===== src/rtl/mix_seq_ctrl.sv =====
// Sequencer for the 32-bit XOR-mixing register: loads a seed, advances one step per
// accepted 2-bit input beat, then offers the final register value on a valid/ready port.
module mix_seq_ctrl #(
    parameter int STEP_W = 16
) (
    input  logic              clk,
    input  logic              rst,
    input  logic              cmd_valid,
    output logic              cmd_ready,
    input  logic [31:0]       cmd_seed,
    input  logic [STEP_W-1:0] cmd_steps,
    input  logic              din_valid,
    output logic              din_ready,
    input  logic [1:0]        din,
    output logic              res_valid,
    input  logic              res_ready,
    output logic [31:0]       res_data,
    output logic [3:0]        taps,
    output logic              busy
);

    typedef enum logic [1:0] {
        S_IDLE,
        S_RUN,
        S_DONE
    } state_t;

    localparam logic [STEP_W-1:0] CNT_ONE = STEP_W'(1);

    state_t            state_q, state_d;
    logic [31:0]       reg_q, reg_d;
    logic [31:0]       mix;
    logic [STEP_W-1:0] cnt_q, cnt_d;
    logic              cmd_ready_q, din_ready_q, res_valid_q, busy_q;

    // One mixing step; every feedback term reads the pre-step register.
    always_comb begin
        mix[1:0] = din;
        for (int i = 2; i < 32; i++) begin
            mix[i] = reg_q[(i + 3) % 32] ^ reg_q[(i + 30) % 32]
                   ^ reg_q[(i + 4) % 16] ^ reg_q[(i + 2) % 32];
        end
    end

    // NOTE: every signal gets a default before the case so no path leaves it unassigned (no latch).
    always_comb begin
        state_d = state_q;
        reg_d   = reg_q;
        cnt_d   = cnt_q;
        case (state_q)
            S_IDLE: begin
                if (cmd_valid) begin
                    reg_d   = cmd_seed;
                    cnt_d   = cmd_steps;
                    state_d = (cmd_steps != '0) ? S_RUN : S_DONE;
                end
            end
            S_RUN: begin
                if (din_valid) begin
                    reg_d = mix;
                    cnt_d = cnt_q - CNT_ONE;
                    if (cnt_q == CNT_ONE) begin
                        state_d = S_DONE;
                    end
                end
            end
            S_DONE: begin
                if (res_ready) begin
                    state_d = S_IDLE;
                end
            end
            default: state_d = S_IDLE;
        endcase
    end

    // NOTE: sequential state uses non-blocking assignments so all flops update together.
    always_ff @(posedge clk) begin
        if (rst) begin
            state_q     <= S_IDLE;
            reg_q       <= '0;
            cnt_q       <= '0;
            cmd_ready_q <= 1'b1;
            din_ready_q <= 1'b0;
            res_valid_q <= 1'b0;
            busy_q      <= 1'b0;
        end else begin
            state_q     <= state_d;
            reg_q       <= reg_d;
            cnt_q       <= cnt_d;
            // Handshake outputs are flops decoded from the next state, never from inputs.
            cmd_ready_q <= (state_d == S_IDLE);
            din_ready_q <= (state_d == S_RUN);
            res_valid_q <= (state_d == S_DONE);
            busy_q      <= (state_d != S_IDLE);
        end
    end

    assign cmd_ready = cmd_ready_q;
    assign din_ready = din_ready_q;
    assign res_valid = res_valid_q;
    assign busy      = busy_q;
    assign res_data  = reg_q;
    assign taps      = {reg_q[15], reg_q[9], reg_q[5], reg_q[3]};

endmodule


===== config.mk =====
export PLATFORM = sky130hd
export DESIGN_NAME = mix_seq_ctrl
export DESIGN_NICKNAME = d
export VERILOG_FILES = /design/src/rtl/mix_seq_ctrl.sv
export SDC_FILE = /design/constraint.sdc
export NUM_CORES = 1
export LEC_CHECK = 0
export ABC_AREA = 1
export CORE_UTILIZATION = 33
export CTS_BUF_LIST = sky130_fd_sc_hd__clkbuf_4 sky130_fd_sc_hd__clkbuf_8
export DETAILED_ROUTE_END_ITERATION = 12
export HOLD_SLACK_MARGIN = 0.12
export SYNTH_ARGS = -nofsm -noshare
export SYNTH_HDL_FRONTEND = slang
export SYNTH_SLANG_ARGS = --single-unit
export TNS_END_PERCENT = 10

===== constraint.sdc =====
create_clock -name clk -period 3.9 [get_ports clk]
set_input_delay 1.17 -clock clk [delete_from_list [all_inputs] [get_ports clk]]
set_output_delay 1.17 -clock clk [all_outputs]
set_load 0.05 [all_outputs]

==> summary.txt, run 1 <==
Power and ir drop
  • Peak VDD IR: 0.207 mV
  • Leak: 1.65 nW
  • Total power: 1.80 mW
  • P per Cell Area: 396 nW/um^2

Die
  • Core area: 10300 sq um
  • Die ar.: 11100 sq um
  • Die width: 105 microns
  • Number of cell rows: 37
  • Initial Util: 34.1%
  • Die height: 105 microns
  • IO Pins: 95

Worst setup path
  • CP Capture Type: primary output
  • Delay-heaviest family, CP: buffers and inverters
  • Slowest CP cell: clkdlybuf4s50_1
  • Critical path buffer and inverter count: 1
  • CP cell instances: clkdlybuf4s50_1
  • Critical Path Start Type: flop
  • Worst path max stage delay: 900 ps
  • Crit Path Category: flop to primary output
  • Crit path DAT: 1850 ps
  • CP required: 2730 ps
  • Worst-path fanout max: 8

Synth
  • Syn Inst Count: 525
  • Distinct cell type count after synthesis: 27
  • Synth Cell Area: 3520 sq um
  • Post-synth top area share: 30.7%
  • Area contributors post-synth: dfxtp_1, a21oi_1, xnor2_1
  • #FFs+latches synth: 54
  • Synth warnings: 0
  • Sequential share of the synthesized area: 30.7%
  • Mean post-synth cell area: 6.70 sq um
  • Post-synthesis net count: 582
  • Synth area leader: dfxtp_1

Global route
  • GRT overflow: 0
  • Pin count of the biggest net entering global routing: 62
  • Vias in the first global route: 3361
  • Initial antenna violation count: 0
  • GRT Overall Usage: 18.6%
  • Global-route wire length before repair: 16800 microns

Place
  • RePlAce Congestion: 0.864
  • Place WS: 1040 ps
  • I/O Buffers: 94
  • Post-DP HPWL: 7090 microns

STA
  • Setup WS post-layout: 881 ps
  • WHS: 507 ps
  • F_max: 331 MHz
  • RSZ-0062 raised after global routing: false
  • Crit share post-route: 77.4%
  • Worst Tran Pin Value: 917 ps
  • Endpoints failing hold: 0
  • Rel. slew slack: 38.7%
  • Slew Limit Fails: 0
  • Final min period: 3020 ps
  • Setup TNS: 0 ps
  • Clk_skew: 26.0 ps
  • Final setup fails: 0

Final layout
  • Ratio of cells with drive above 1 in the final layout: 3.06%
  • # fillers: 1056
  • Antenna diodes: 0
  • Nets@finish: 644
  • P&R area growth vs syn: 29.2%

Drt
  • Routed via count: 3669
  • DRT Pass-1 Iters: 4
  • Iteration-0 DRC Markers: 162
  • Final ANT Viol Nets: 0
  • DRC violation count after routing: 0
  • Via/cell ratio: 5.07
  • Detailed Route WL: 10100 microns
  • DR WL/cell: 14.0 microns

Clock network
  • Clock buffer count from CTS: 5
  • Clock transition at path regs: 130 ps
  • Max Root-Sink Buffers: 2
  • Root Buffer: clkbuf_8
  • Clock insertion delay at the later pin of the skew report: 330 ps
  • Clock sink count: 54
  • CTS tree: done
  • Hold-fix buffers, CTS: 0
  • H-tree levels: 2
  • Resize count post-CTS: 0
  • Post CTS Setup Buffer Count: 0

Run status
  • Status: complete, no violations

Job
  • Max-cap violations: 0

Hold path
  • Hold Crit Class: flop to flop
[synthesized netlist by cell type (all sizes together)]
library cell and n:
o21ai 74, dfxtp 54, nand3b 1, nand2 69, nand4 2, a21o 1
nand3 24, ha 2, a31oi 2, xnor2 57, buf 22, xor2 5
nand2b 1, clkbuf 20, inv 28, nor3 1, nor2 49, or2 2
a21oi 111
[metal layers]
layer,routed length [microns],track usage [%]
met1,4590,24.4
met2,4920,32.5
met3,549,2.84
met4,67,3.52
met5,0,0
[state kept, by name, summed over array words and instances, names as in the netlist]
register / cells
busy: 1
cmd_ready: 1
cnt_q: 16
din_ready: 1
res_data: 32
res_valid: 1
state_q: 2
[final cells by class]
type,instances,area [sq um],area share [%]
multi-input combinational,401,2130,46.9
sequential,54,1080,23.8
timing repair buffer,97,963,21.2
tap,136,170,3.74
inverter,28,105,2.31
clock buffer,5,68.8,1.51
clock inverter,3,25.0,0.551
[path summary, 6_finish.rpt]
check	from	endpoint	slack, ps	cells after the start
max reg2reg	state_q[0]$_SDFF_PP0_	res_data[2]$_SDFFE_PP0P_	1810	7
max	res_data[9]$_SDFFE_PP0P_	res_data[9]	880	1
min reg2reg	cnt_q[15]$_SDFFE_PP0P_	cnt_q[15]$_SDFFE_PP0P_	510	2
min	cnt_q[15]$_SDFFE_PP0P_	cnt_q[15]$_SDFFE_PP0P_	510	2
[cells in the final DEF, fill, tap and decap left out, types with 2 or more instances in the layout]
cell type,synthesis,routed
nand2_1,69,69
xnor2_1,57,57
o21ai_0,54,54
nor2_1,48,48
inv_1,25,25
o21ai_1,19,19
clkbuf_8,0,5
clkdlybuf4s50_1,0,94
or2_2,2,2
inv_2,3,3
nand3_1,24,24
ha_1,2,2
a31oi_1,2,2
xor2_1,5,5
buf_4,5,3
nand4_1,2,2
a21oi_1,111,111
dfxtp_1,54,54
[report_power, final]
part           internal (mW)  switching (mW)  total (mW)
clock network          0.131           0.216       0.346
logic                  0.301           0.435       0.736
registers              0.608           0.109       0.717
[cells by family (layout without fill, tap and decap cells)]
family,count (synthesis),in the layout,synth area share (%)
XOR/XNOR,62,62,15.4
AND/OR/NAND/NOR,149,149,17.5
AO/OA/AOI/OAI,188,188,27.0
flip-flops,54,54,30.7
buffers and inverters,70,133,8.71
adder cells (fa/ha/maj),2,2,0.711
[per-stage QoR]
stage	cell area, sq um	util [%]	instances
after floorplan	3520	-	525
after global placement	4450	43.1	716
after detailed placement	4450	43.1	716
after CTS	4550	44.0	724
after global routing	4550	44.0	724
final	4550	44.0	724
Note: power is estimated with default switching activity, not from simulation.
==> run 2, diff against run 1 <==
==> constraint.sdc (replaced) <==
create_clock -name clk -period 3.1 [get_ports clk]
set_input_delay 0.93 -clock clk [delete_from_list [all_inputs] [get_ports clk]]
set_output_delay 0.93 -clock clk [all_outputs]
set_load 0.05 [all_outputs]
==> run 2 against run 1 <==
Global-route usage down 0.19 points. Clock power up 46%. Core utilization up 0.52 points. Via count up 0.60%. Largest cell class unchanged.
==> summary.txt, run 2 (same netlist as run 1, synthesis figures left out) <==
Clock network
  • Clock sink count: 54
  • Hold-fix buffers, CTS: 0
  • Clock transition at path regs: 110 ps
  • H-tree levels: 2
  • Post CTS Setup Buffer Count: 0
  • Clock insertion delay at the later pin of the skew report: 320 ps
  • Max Root-Sink Buffers: 2
  • CTS tree: done
  • Resize count post-CTS: 0
  • Clock buffer count from CTS: 5
  • Root Buffer: clkbuf_8

Worst setup path
  • Crit Path Category: flop to primary output
  • R2R depth: 6
  • Reg2Reg Capture Point: cnt_q[0]$_SDFFE_PP0P_
  • Critical path buffer and inverter count: 1
  • R2R setup slack: 1310 ps
  • Delay-heaviest family, CP: buffers and inverters
  • CP cell instances: clkdlybuf4s50_1
  • Worst path max stage delay: 890 ps
  • Slowest CP cell: clkdlybuf4s50_1
  • Worst-path fanout max: 8
  • CP Capture Type: primary output
  • CP required: 2170 ps
  • RR Startpoint: state_q[1]$_SDFF_PP0_
  • Crit path DAT: 1840 ps
  • Critical Path Start Type: flop

Drt
  • Iteration-0 DRC Markers: 188
  • Routed via count: 3691
  • Via/cell ratio: 5.08
  • DR WL/cell: 14.1 microns
  • Detailed Route WL: 10300 microns
  • DRT Pass-1 Iters: 4
  • DRC violation count after routing: 0
  • Final ANT Viol Nets: 0

Final layout
  • # fillers: 1061
  • Ratio of cells with drive above 1 in the final layout: 3.55%
  • Register Area: 1080 sq um
  • Antenna diodes: 0
  • Max FFs per register: 32
  • Fin util: 44.6%
  • Most frequent cells in the layout: a21oi_1, clkdlybuf4s50_1, nand2_1
  • Commonest non-fill, non-tap cell in the layout: a21oi_1
  • Multi-input logic area: 2130 sq um
  • Nets@finish: 647
  • P&R area growth vs syn: 30.7%

Global route
  • GRT Overall Usage: 18.4%
  • Global-route wire length before repair: 16600 microns
  • GRT overflow: 0
  • Initial antenna violation count: 0
  • Vias in the first global route: 3315
  • Pin count of the biggest net entering global routing: 62

STA
  • RSZ-0062 raised after global routing: false
  • Clk_skew: 18.5 ps
  • Worst Tran Pin Value: 945 ps
  • Setup WS post-layout: 328 ps
  • Endpoints failing hold: 0
  • Slew Limit Fails: 0
  • Final min period: 2770 ps
  • Final setup fails: 0
  • Rel. slew slack: 36.9%
  • F_max: 361 MHz
  • Crit share post-route: 89.4%
  • Setup TNS: 0 ps

Die
  • Die ar.: 11100 sq um
  • IO Pins: 95
  • Initial Util: 34.1%
  • Die width: 105 microns
  • Core area: 10300 sq um
  • Number of cell rows: 37
  • Die height: 105 microns

Power and ir drop
  • Net Sw Frac: 40.6%
  • Total power: 2.34 mW
  • Psw: 951 uW
  • Logic pwr share: 40.0%
  • P per Cell Area: 509 nW/um^2
  • Reg power frac: 38.4%
  • Peak VDD IR: 0.219 mV
  • Clock power share: 21.6%
  • Int Pwr: 1.39 mW
  • Leak: 1.69 nW

Job
  • Max-cap violations: 0

Place
  • Post-DP HPWL: 7310 microns
  • Place WS: 434 ps
  • I/O Buffers: 94
  • RePlAce Congestion: 0.872

Hold path
  • Hold path start: cnt_q[15]$_SDFFE_PP0P_
  • Min-Delay Path Depth: 2
  • Hold Crit Endpoint: cnt_q[15]$_SDFFE_PP0P_
  • Hold Crit Class: flop to flop

Run status
  • Status: complete, no violations
[run 2: per-stage QoR]
stage | cells | cell area, sq um | hold slack (ps)
5_1_grt | 727 | 4600 | 528
3_5_place_dp | 719 | 4490 | 487
2_1_floorplan | 525 | 3520 | 466
3_3_place_gp | 719 | 4490 | 483
6_report | 727 | 4600 | 506
4_1_cts | 727 | 4600 | 504
[run 2: layer usage]
layer,vias up,routed length [microns],GRT usage [%]
li1,1871,-,-
met1,1678,4570,24.3
met2,133,4930,31.5
met3,9,668,2.91
met4,0,89,4.02
met5,-,0,0
[run 2: layout make-up]
type / instances / share of cell area, %
Inverter: 28 / 2.29
Clock buffer: 5 / 1.50
Clock inverter: 3 / 0.952
Tap cell: 136 / 3.70
Timing Repair Buffer: 100 / 21.7
Sequential cell: 54 / 23.5
Multi-Input combinational cell: 401 / 46.4
[run 2: how the worst max path moves through the flow]
stage | from | to | slack [ps] | depth (start not counted)
after floorplan | res_data[3]$_SDFFE_PP0P_ | taps[0] | 1150 | 1
after global placement | cmd_valid | cnt_q[1]$_SDFFE_PP0P_ | 510 | 6
after detailed placement | din_valid | cnt_q[0]$_SDFFE_PP0P_ | 430 | 6
after CTS | res_data[9]$_SDFFE_PP0P_ | taps[2] | 330 | 1
after global routing | res_data[9]$_SDFFE_PP0P_ | taps[2] | 280 | 1
final | res_data[9]$_SDFFE_PP0P_ | taps[2] | 330 | 1
[run 2: power by group through the flow]
| stage | clock network (mW) | logic (mW) | registers, mW |
|---|---|---|---|
| final | 0.506 | 0.937 | 0.900 |
| after global routing | 0.540 | 1.03 | 0.912 |
| after CTS | 0.517 | 0.941 | 0.899 |
| after detailed placement | 0 | 0.937 | 0.915 |
| after global placement | 0 | 0.926 | 0.912 |
| after floorplan | 0 | 0.550 | 1.02 |
==> run 3, diff against run 2 <==
--- a/config.mk
+++ b/config.mk
@@ -6,10 +6,12 @@
 export NUM_CORES = 1
 export LEC_CHECK = 0
 export ABC_AREA = 1
+export CAP_MARGIN = 20
 export CORE_UTILIZATION = 33
 export CTS_BUF_LIST = sky130_fd_sc_hd__clkbuf_4 sky130_fd_sc_hd__clkbuf_8
 export DETAILED_ROUTE_END_ITERATION = 12
 export HOLD_SLACK_MARGIN = 0.12
+export PLACE_DENSITY = 0.6
 export SYNTH_ARGS = -nofsm -noshare
 export SYNTH_HDL_FRONTEND = slang
 export SYNTH_SLANG_ARGS = --single-unit
==> results of run 3 <==
Same layout as run 2: the final DEF is identical, and so are final timing and power.
